===== src/rtl/dl_sched.sv =====
// Download scheduler: turns the byte-serial download stream into ROM write
// handshakes, DIP/mod register loads and a held game-core reset.
module dl_sched #(
    parameter int ROM_AW      = 16,
    parameter int HOLD_CYCLES = 1024
) (
    input  logic              clk_sys,
    input  logic              reset,
    input  logic              ioctl_download,
    input  logic [7:0]        ioctl_index,
    input  logic              ioctl_wr,
    input  logic [24:0]       ioctl_addr,
    input  logic [7:0]        ioctl_dout,
    output logic              ioctl_wait,
    output logic              rom_wr,
    output logic [ROM_AW-1:0] rom_addr,
    output logic [7:0]        rom_data,
    input  logic              rom_ack,
    output logic [7:0]        mod,
    output logic [63:0]       dip,
    output logic              core_reset
);

    typedef enum logic [1:0] {RUN, IDLE_DL, ROM_WR, HOLD} state_t;

    localparam logic [15:0] HOLD_LOAD = 16'(HOLD_CYCLES - 1);

    state_t      state;
    logic [15:0] hold_cnt;
    logic        dl_q;
    logic        end_pending;
    logic        rom_sel;
    logic        rom_start;

    assign rom_sel   = (ioctl_index == 8'd0);
    assign rom_start = ioctl_download & ~dl_q & rom_sel;

    // Side-channel registers load in every state and never stall the source.
    always_ff @(posedge clk_sys) begin
        if (reset) begin
            mod <= 8'd0;
            dip <= 64'd0;
        end else if (ioctl_wr) begin
            if (ioctl_index == 8'd1)
                mod <= ioctl_dout;
            if (ioctl_index == 8'd254 && ioctl_addr[24:3] == 22'd0)
                dip[{ioctl_addr[2:0], 3'b000} +: 8] <= ioctl_dout;
        end
    end

    // dl_q samples the download line even in reset so a session already
    // running at reset release does not look like a fresh rising edge.
    always_ff @(posedge clk_sys) begin
        dl_q <= ioctl_download;
        if (reset) begin
            state       <= HOLD;
            hold_cnt    <= HOLD_LOAD;
            core_reset  <= 1'b1;
            rom_wr      <= 1'b0;
            ioctl_wait  <= 1'b0;
            rom_addr    <= '0;
            rom_data    <= 8'd0;
            end_pending <= 1'b0;
        end else begin
            case (state)
                RUN: begin
                    if (rom_start) begin
                        state      <= IDLE_DL;
                        core_reset <= 1'b1;
                    end
                end
                IDLE_DL: begin
                    if (!ioctl_download) begin
                        state    <= HOLD;
                        hold_cnt <= HOLD_LOAD;
                    end else if (ioctl_wr && rom_sel) begin
                        rom_addr    <= ioctl_addr[ROM_AW-1:0];
                        rom_data    <= ioctl_dout;
                        rom_wr      <= 1'b1;
                        ioctl_wait  <= 1'b1;
                        end_pending <= 1'b0;
                        state       <= ROM_WR;
                    end
                end
                ROM_WR: begin
                    // Remember a session end seen while the write is still pending.
                    if (!ioctl_download)
                        end_pending <= 1'b1;
                    if (rom_ack) begin
                        rom_wr     <= 1'b0;
                        ioctl_wait <= 1'b0;
                        if (end_pending || !ioctl_download) begin
                            state    <= HOLD;
                            hold_cnt <= HOLD_LOAD;
                        end else begin
                            state <= IDLE_DL;
                        end
                    end
                end
                HOLD: begin
                    if (rom_start) begin
                        state <= IDLE_DL;
                    end else if (hold_cnt == 16'd0) begin
                        state      <= RUN;
                        core_reset <= 1'b0;
                    end else begin
                        hold_cnt <= hold_cnt - 16'd1;
                    end
                end
                default: begin
                    state    <= HOLD;
                    hold_cnt <= HOLD_LOAD;
                end
            endcase
        end
    end

endmodule

===== config.mk =====
export PLATFORM = sky130hd
export DESIGN_NAME = dl_sched
export DESIGN_NICKNAME = d
export VERILOG_FILES = /design/src/rtl/dl_sched.sv
export SDC_FILE = /design/constraint.sdc
export NUM_CORES = 1
export LEC_CHECK = 0
export BUFFER_PORTS_ARGS = -buffer_cell sky130_fd_sc_hd__buf_2
export CAP_MARGIN = 20
export CORE_MARGIN = 10
export CORE_UTILIZATION = 30
export CTS_BUF_LIST = sky130_fd_sc_hd__clkbuf_16
export DETAILED_ROUTE_END_ITERATION = 8
export HOLD_SLACK_MARGIN = 0.1
export PLACE_DENSITY = 0.55
export SYNTH_ARGS = -nofsm -noshare
export SYNTH_HDL_FRONTEND = slang
export SYNTH_SLANG_ARGS = --single-unit

===== constraint.sdc =====
create_clock -name clk_sys -period 2.64 [get_ports clk_sys]
set_clock_uncertainty 0.05 [all_clocks]
set_input_delay 0.264 -clock clk_sys [delete_from_list [all_inputs] [get_ports clk_sys]]
set_output_delay 0.264 -clock clk_sys [all_outputs]
set_load 0.01 [all_outputs]

==> summary.md, run 1 <==
| Metric | Value |
|---|---|
| Status | `complete, no violations` |
| Hold Crit Class | `input pin to register` |
| Crit path arrival time | `2.73 ns` |
| Ys flop type | `dfxtp_1` |
| Number of synthesized flops with an enable pin | `0` |
| Top post-synthesis cells by area | `dfxtp_1 47%, mux2i_1 12%, nor2_1 5.4%` |
| Crit path top cell by count | `ha_1` |
| Starting Density | `30.4%` |
| CTS Buf Count | `17` |
| Hold Crit Depth | `3` |
| Worst Hold Endpoint | `rom_data[3]` |
| Crit-path leading delay family | `simple AND/OR/NAND/NOR gates` |
| Req. time, crit path | `2.88 ns` |
| P&R area growth vs syn | `32.5%` |
| Post-route clock period utilization | `94.6%` |
| First drt pass iteration count | `4` |
| GRT overflow | `0` |
| Synth unique cells | `50` |
| Top Usage Layer GRT | `met2` |
| GR Layer Usage met1 | `15.8%` |
| TritonCTS clock tree | `yes` |
| Worst-case clock buffer depth | `2` |
| Antenna violations before repair | `0` |
| Reg2reg path depth | `7` |
| Post-Place Cells | `886` |
| Worst-path cell chain | `dlygate4sd3_1 > buf_2 > inv_1 > ha_1 > ha_1 > nand2b_1 > or4_1 > mux2i_1 > nor2_1` |
| Tot GR Track Use | `14.0%` |
| Routed WL | `15.6 mm` |
| Slew Viols, Final | `0` |
| Met3 usage | `6.92%` |
| Biggest cell delay along the critical path | `0.72 ns` |
| Synthesized area per cell | `9.12 µm²` |
| Max Freq | `401 MHz` |
| Final non-filler cell total | `934` |
| Reg2Reg Launch Point | `hold_cnt[0]` |
| CP Launch Type | `input pin` |
| Crit path time final | `2.50 ns` |
| GPL Wtd Cong | `0.798` |
| Final ANT Viol Nets | `0` |
| M2 GR Usage | `22.5%` |
| Slew HR | `56.6%` |
| Slowest CP cell | `or4_1` |
| Final Setup Violations | `0` |
| Sequential share of the synthesized area | `47.2%` |
| Final Hold Vio Count | `0` |
| Fraction of registers with async set/reset | `0%` |
| Largest net degree at the start of global routing | `39` |
| Worst Hold Launch | `ioctl_dout[3]` |
| Dpl hpwl | `11.4 mm` |
| Clock Sinks | `118` |
| First-pass GRT wire length | `24.5 mm` |
| CP max FO | `8` |
| Number of max-cap violations | `0` |
| Vias per cell | `4.76` |
| Antenna Diode Count | `0` |
| Clock insertion delay at the later pin of the skew report | `0.41 ns` |
| H-tree levels | `4` |
| Final TNS setup | `0 ns` |
| YS warnings | `0` |
| Post-synth top area share | `47.2%` |
| Share of cells above drive strength 1 | `30.0%` |
| Pleak | `2.98 nW` |
| Wire length per cell | `16.7 µm` |
| Number of global-route vias before repair | `4,657` |
| Synth top cells by count | `118 x dfxtp_1, 72 x nor2_1, 65 x nand2_1` |
| Cell with the most instances after synthesis | `dfxtp_1` |
| Synth Cell Area | `0.00500 mm²` |
| IO Port Bufs | `144` |
| Core area | `0.0165 mm²` |
| Syn Nets | `597` |
| Num ports | `145` |
| DR vias | `4,445` |
| Worst Path Class, Setup | `input pin to register` |
| Die footprint | `0.0222 mm²` |
| Setup bufs post-CTS | `0` |
| Setup crit end kind | `register` |
| Worst vdd ir | `0.000594 V` |
| Die height | `149 µm` |
| Util after Layout | `40.2%` |
| Initial DRC count | `258` |
| Register bit count reported by yosys | `118` |
| Worst-margin pin slew | `0.646 ns` |
| CTS root buffer | `clkbuf_16` |
| Leading area contributor after synthesis | `dfxtp_1` |
| # nets final | `750` |
| DR DRC count | `0` |
| Clk slew on worst S/H paths | `0.06 ns` |
| Reg2reg end | `state[0]` |
| Row cnt | `47` |
| Reg-to-reg slack, setup | `0.19 ns` |
| CP Buf/Inv Count | `3` |
| Syn Inst Count | `548` |
| RSZ-0062 raised after global routing | `false` |
| Pwr dens | `626 mW/mm²` |
| Die width | `149 µm` |
placed cells by master (no fill, tap or decap), drive strengths merged, types with 2 or more instances in the layout:
master and instances:
nor4 8, inv 10, nand3b 5, a31oi 5
or2 2, xor2 9, nor2 72, nor3 10
or4 7, dfxtp 118, and2b 2, clkinvlp 4
ha 3, nand2b 21, mux2i 62, and4bb 2
dlygate4sd3 16, nor3b 2, o311ai 2, nand4b 2
a21oi 39, nand2 65, clkinv 7, nand4 10
and2 2, clkbuf 17, or3 6, nand3 27
o21ai 9, buf 157, nor4b 3
cells by family after synthesis:
logic type               after synthesis  synth area share [%]
XOR/XNOR                              10                  1.75
AO/OA/AOI/OAI                         60                  6.78
buffers and inverters                 46                  4.48
AND/OR/NAND/NOR                      249                  26.6
adder cells (fa/ha/maj)                3                 0.751
flip-flops                           118                  47.2
multiplexers                          62                  12.4
routing by layer:
layer | vias up | routed length [µm]
met2 | 123 | 7310
met5 | - | 0
li1 | 2196 | -
met1 | 2110 | 6710
met3 | 16 | 1410
met4 | 0 | 210
what timing repair did:
item                                   4_1_cts  5_1_grt
gates resized for setup                      0        2
hold buffers                                16        0
endpoints found under the hold margin       16        0
setup endpoints to repair                    0        6
report_power, final:
part | switching [W] | internal, W
Clock | 0.000859 | 0.00129
Sequential | 0.00000710 | 0.00179
Combinational | 0.000124 | 0.0000763
sequential cells by signal, indices dropped and copies added (netlist names):
| name | flops |
|---|---|
| mod | 8 |
| rom_data | 8 |
| end_pending | 1 |
| core_reset | 1 |
| rom_wr | 1 |
| dl_q | 1 |
| rom_addr | 16 |
| dip | 64 |
| state | 2 |
| hold_cnt | 16 |
worst min-delay path: stages:
cell	delay, ns
buf_2	0.18
nand2_1	0.08
a21oi_1	0.06
how the worst max path moves through the flow:
stage                        from     endpoint  slack, ns  cells past startpoint
finish              ioctl_addr[1]      dip[55]       0.14                      9
global route        ioctl_addr[1]      dip[55]       0.02                      9
CTS                 ioctl_addr[1]       dip[1]       0.11                     10
detailed placement    hold_cnt[0]     state[0]       0.22                      7
global placement      hold_cnt[0]     state[0]       0.25                      7
floorplan             hold_cnt[0]  hold_cnt[8]       0.39                      8
layout make-up:
| type | count | area, µm² |
|---|---|---|
| fill | 1696 | 9840 |
| tap | 220 | 275 |
| timing repair buffer | 173 | 981 |
| clock buffer | 17 | 425 |
| clock inverter | 15 | 129 |
| inverter | 7 | 26.3 |
| sequential | 118 | 2360 |
| multi-input combinational | 384 | 2420 |
metrics by stage:
stage	setup WS [ns]	power (W)	hold slack (ns)	instance area, µm²
detailed placement	0.217	0.00201	0.395	5900
floorplan	0.388	0.00193	0.242	5000
global placement	0.251	0.00201	0.388	5900
CTS	0.112	0.00419	0.154	6610
global route	0.0183	0.00428	0.182	6620
finish	0.144	0.00415	0.170	6620
No activity file was read; power rests on OpenSTA's default activity.
==> run 2, diff against run 1 <==
- CORE_ASPECT_RATIO: not set -> 1.2
- HOLD_SLACK_MARGIN: 0.1 -> 0.05
==> summary.md, run 2 (same netlist as run 1, synthesis figures left out) <==
| Metric | Value |
|---|---|
| Status | `complete, no violations (unchanged)` |
| Antenna Diode Count | `0 (unchanged)` |
| Hold buffers post-CTS | `4 (was 16)` |
| Final ANT Viol Nets | `0 (unchanged)` |
| CP max FO | `8 (unchanged)` |
| First drt pass iteration count | `5 (was 4)` |
| GRT overflow | `0 (unchanged)` |
| Largest regs | `dip x64, hold_cnt x16, rom_addr x16 (unchanged)` |
| TritonCTS clock tree | `yes (unchanged)` |
| Num ports | `145 (unchanged)` |
| Max Freq | `403 MHz (was 401 MHz)` |
| Pleak | `2.96 nW (was 2.98 nW)` |
| Met3 usage | `6.39% (was 6.92%)` |
| Switch Pwr | `0.000912 W (was 0.000989 W)` |
| Most common cell after layout, fill and taps aside | `buf_2 (unchanged)` |
| Clock insertion delay at the later pin of the skew report | `0.41 ns (about the same)` |
| Antenna violations before repair | `0 (unchanged)` |
| H-tree levels | `4 (unchanged)` |
| Top Usage Layer GRT | `met2 (unchanged)` |
| DR DRC count | `0 (unchanged)` |
| Crit path time final | `2.48 ns (was 2.50 ns)` |
| Sw Ratio | `21.6% (was 23.9%)` |
| Post-route clock period utilization | `93.9% (was 94.6%)` |
| # nets final | `741 (was 750)` |
| CTS root buffer | `clkbuf_16 (unchanged)` |
| Die height | `161 µm (was 149 µm)` |
| Row cnt | `51 (was 47)` |
| Worst vdd ir | `0.000526 V (was 0.000594 V)` |
| Largest Register | `dip (unchanged)` |
| Slew Viols, Final | `0 (unchanged)` |
| Combinational Power Share | `4.5% (was 4.8%)` |
| DR vias | `4,430 (was 4,445)` |
| Largest net degree at the start of global routing | `52 (was 39)` |
| Final Setup Violations | `0 (unchanged)` |
| Util after Layout | `40.0% (was 40.2%)` |
| Setup bufs post-CTS | `0 (unchanged)` |
| Wire length per cell | `17.0 µm (was 16.7 µm)` |
| Initial DRC count | `181 (was 258)` |
| Die footprint | `0.0223 mm² (was 0.0222 mm²)` |
| Worst Path Class, Setup | `input pin to register (unchanged)` |
| Clock power share | `52.9% (was 51.9%)` |
| P&R area growth vs syn | `30.3% (was 32.5%)` |
| Pwr dens | `647 mW/mm² (was 626 mW/mm²)` |
| Most frequent cells in the layout | `143 x buf_2, 118 x dfxtp_1, 72 x nor2_1 (unchanged)` |
| Post-CTS Resized | `0 (unchanged)` |
| Worst-case clock buffer depth | `2 (unchanged)` |
| Final Hold Vio Count | `0 (unchanged)` |
| FILL cells | `1,646 (was 1,696)` |
| Tot GR Track Use | `14.1% (was 14.0%)` |
| Final TNS setup | `0 ns (unchanged)` |
| Seq pwr share | `42.6% (was 43.3%)` |
| Routed WL | `15.6 mm (about the same)` |
| Max reg flops | `64 (unchanged)` |
| Setup crit end kind | `register (unchanged)` |
| Register area | `0.00236 mm² (unchanged)` |
| Clock Sinks | `118 (unchanged)` |
| Req. time, crit path | `2.87 ns (was 2.88 ns)` |
| M2 GR Usage | `23.0% (was 22.5%)` |
| Number of global-route vias before repair | `4,527 (was 4,657)` |
| CTS Buf Count | `17 (unchanged)` |
| Die width | `138 µm (was 149 µm)` |
| Area of the multi-input gates | `0.00241 mm² (was 0.00242 mm²)` |
| IO Port Bufs | `144 (unchanged)` |
| RSZ-0062 raised after global routing | `false (unchanged)` |
| Core area | `0.0163 mm² (was 0.0165 mm²)` |
| Dpl hpwl | `11.5 mm (was 11.4 mm)` |
| Vias per cell | `4.84 (was 4.76)` |
| Number of max-cap violations | `0 (unchanged)` |
| GPL Wtd Cong | `0.884 (was 0.798)` |
| Share of cells above drive strength 1 | `29.4% (was 30.0%)` |
| Hold Crit Class | `input pin to register (unchanged)` |
| Final Power | `0.00421 W (was 0.00415 W)` |
| CP Launch Type | `input pin (unchanged)` |
| First-pass GRT wire length | `24.5 mm (about the same)` |
| GR Layer Usage met1 | `15.9% (was 15.8%)` |
| Slew HR | `61.5% (was 56.6%)` |
| Starting Density | `30.7% (was 30.4%)` |
| Clk slew on worst S/H paths | `0.05 ns (was 0.06 ns)` |
| Crit path arrival time | `2.71 ns (was 2.73 ns)` |
| Worst-margin pin slew | `0.572 ns (was 0.646 ns)` |
| Power Internal | `0.00330 W (was 0.00316 W)` |
==> run 2: cell count changes in the layout (fill, tap and decap cells not counted) <==
cell / before / now
dlygate4sd3_1: 16 / 4
or3_4: 1 / 0
a31oi_1: 4 / 5
a31oi_2: 1 / 0
inv_6: 3 / 0
clkinv_1: 0 / 6
clkinv_2: 5 / 2
clkinvlp_4: 4 / 0
bufinv_16: 1 / 3
or3_1: 5 / 6
buf_4: 14 / 17
==> run 2: final cells by class <==
type,count,area share [%]
clock buffers,17,6.53
repair buffers,164,13.6
well taps,212,4.07
inverters,7,0.403
clock inverters,13,2.15
multi-input cells,384,37.0
flip-flops and latches,118,36.3
==> run 2: final timing paths <==
check,depth (start not counted),end,startpoint,slack (ns)
setup / recovery,8,dip[3],ioctl_addr[4],0.16
hold / removal,3,rom_addr[12],ioctl_addr[12],0.07
setup reg to reg,7,state[0],hold_cnt[0],0.18
hold reg to reg,2,rom_data[1],rom_data[1],0.39
==> run 2: power by group through the flow <==
stage,registers (W),clock network [W],logic (W)
after global placement,0.00183,0,0.000181
final,0.00180,0.00223,0.000188
after detailed placement,0.00183,0,0.000184
after global routing,0.00179,0.00237,0.000207
after floorplan,0.00183,0,0.0000999
after CTS,0.00179,0.00229,0.000190
==> run 2: per-layer routing <==
layer / vias up / wire (µm) / share of wire [%]
li1: 2171 / - / -
met1: 2110 / 6230 / 40
met2: 132 / 7640 / 49
met3: 17 / 1510 / 9.7
met4: 0 / 214 / 1.4
met5: - / 0 / 0
==> run 2: critical path: stages <==
cell	delay, ns
dlygate4sd3_1	0.53
buf_2	0.13
nor4_2	0.36
nand4_2	0.30
buf_4	0.26
or3_1	0.56
mux2i_1	0.24
nor2_1	0.06
==> run 2: metrics by stage <==
stage               cell area (µm²)  worst slack, ns  instances  hold slack [ns]
floorplan                      5000            0.388        548            0.242
global placement               5910            0.248        881            0.387
detailed placement             5910            0.184        881            0.391
CTS                            6520            0.153        915           0.0516
global route                   6520           0.0472        915           0.0680
finish                         6520            0.161        915           0.0680
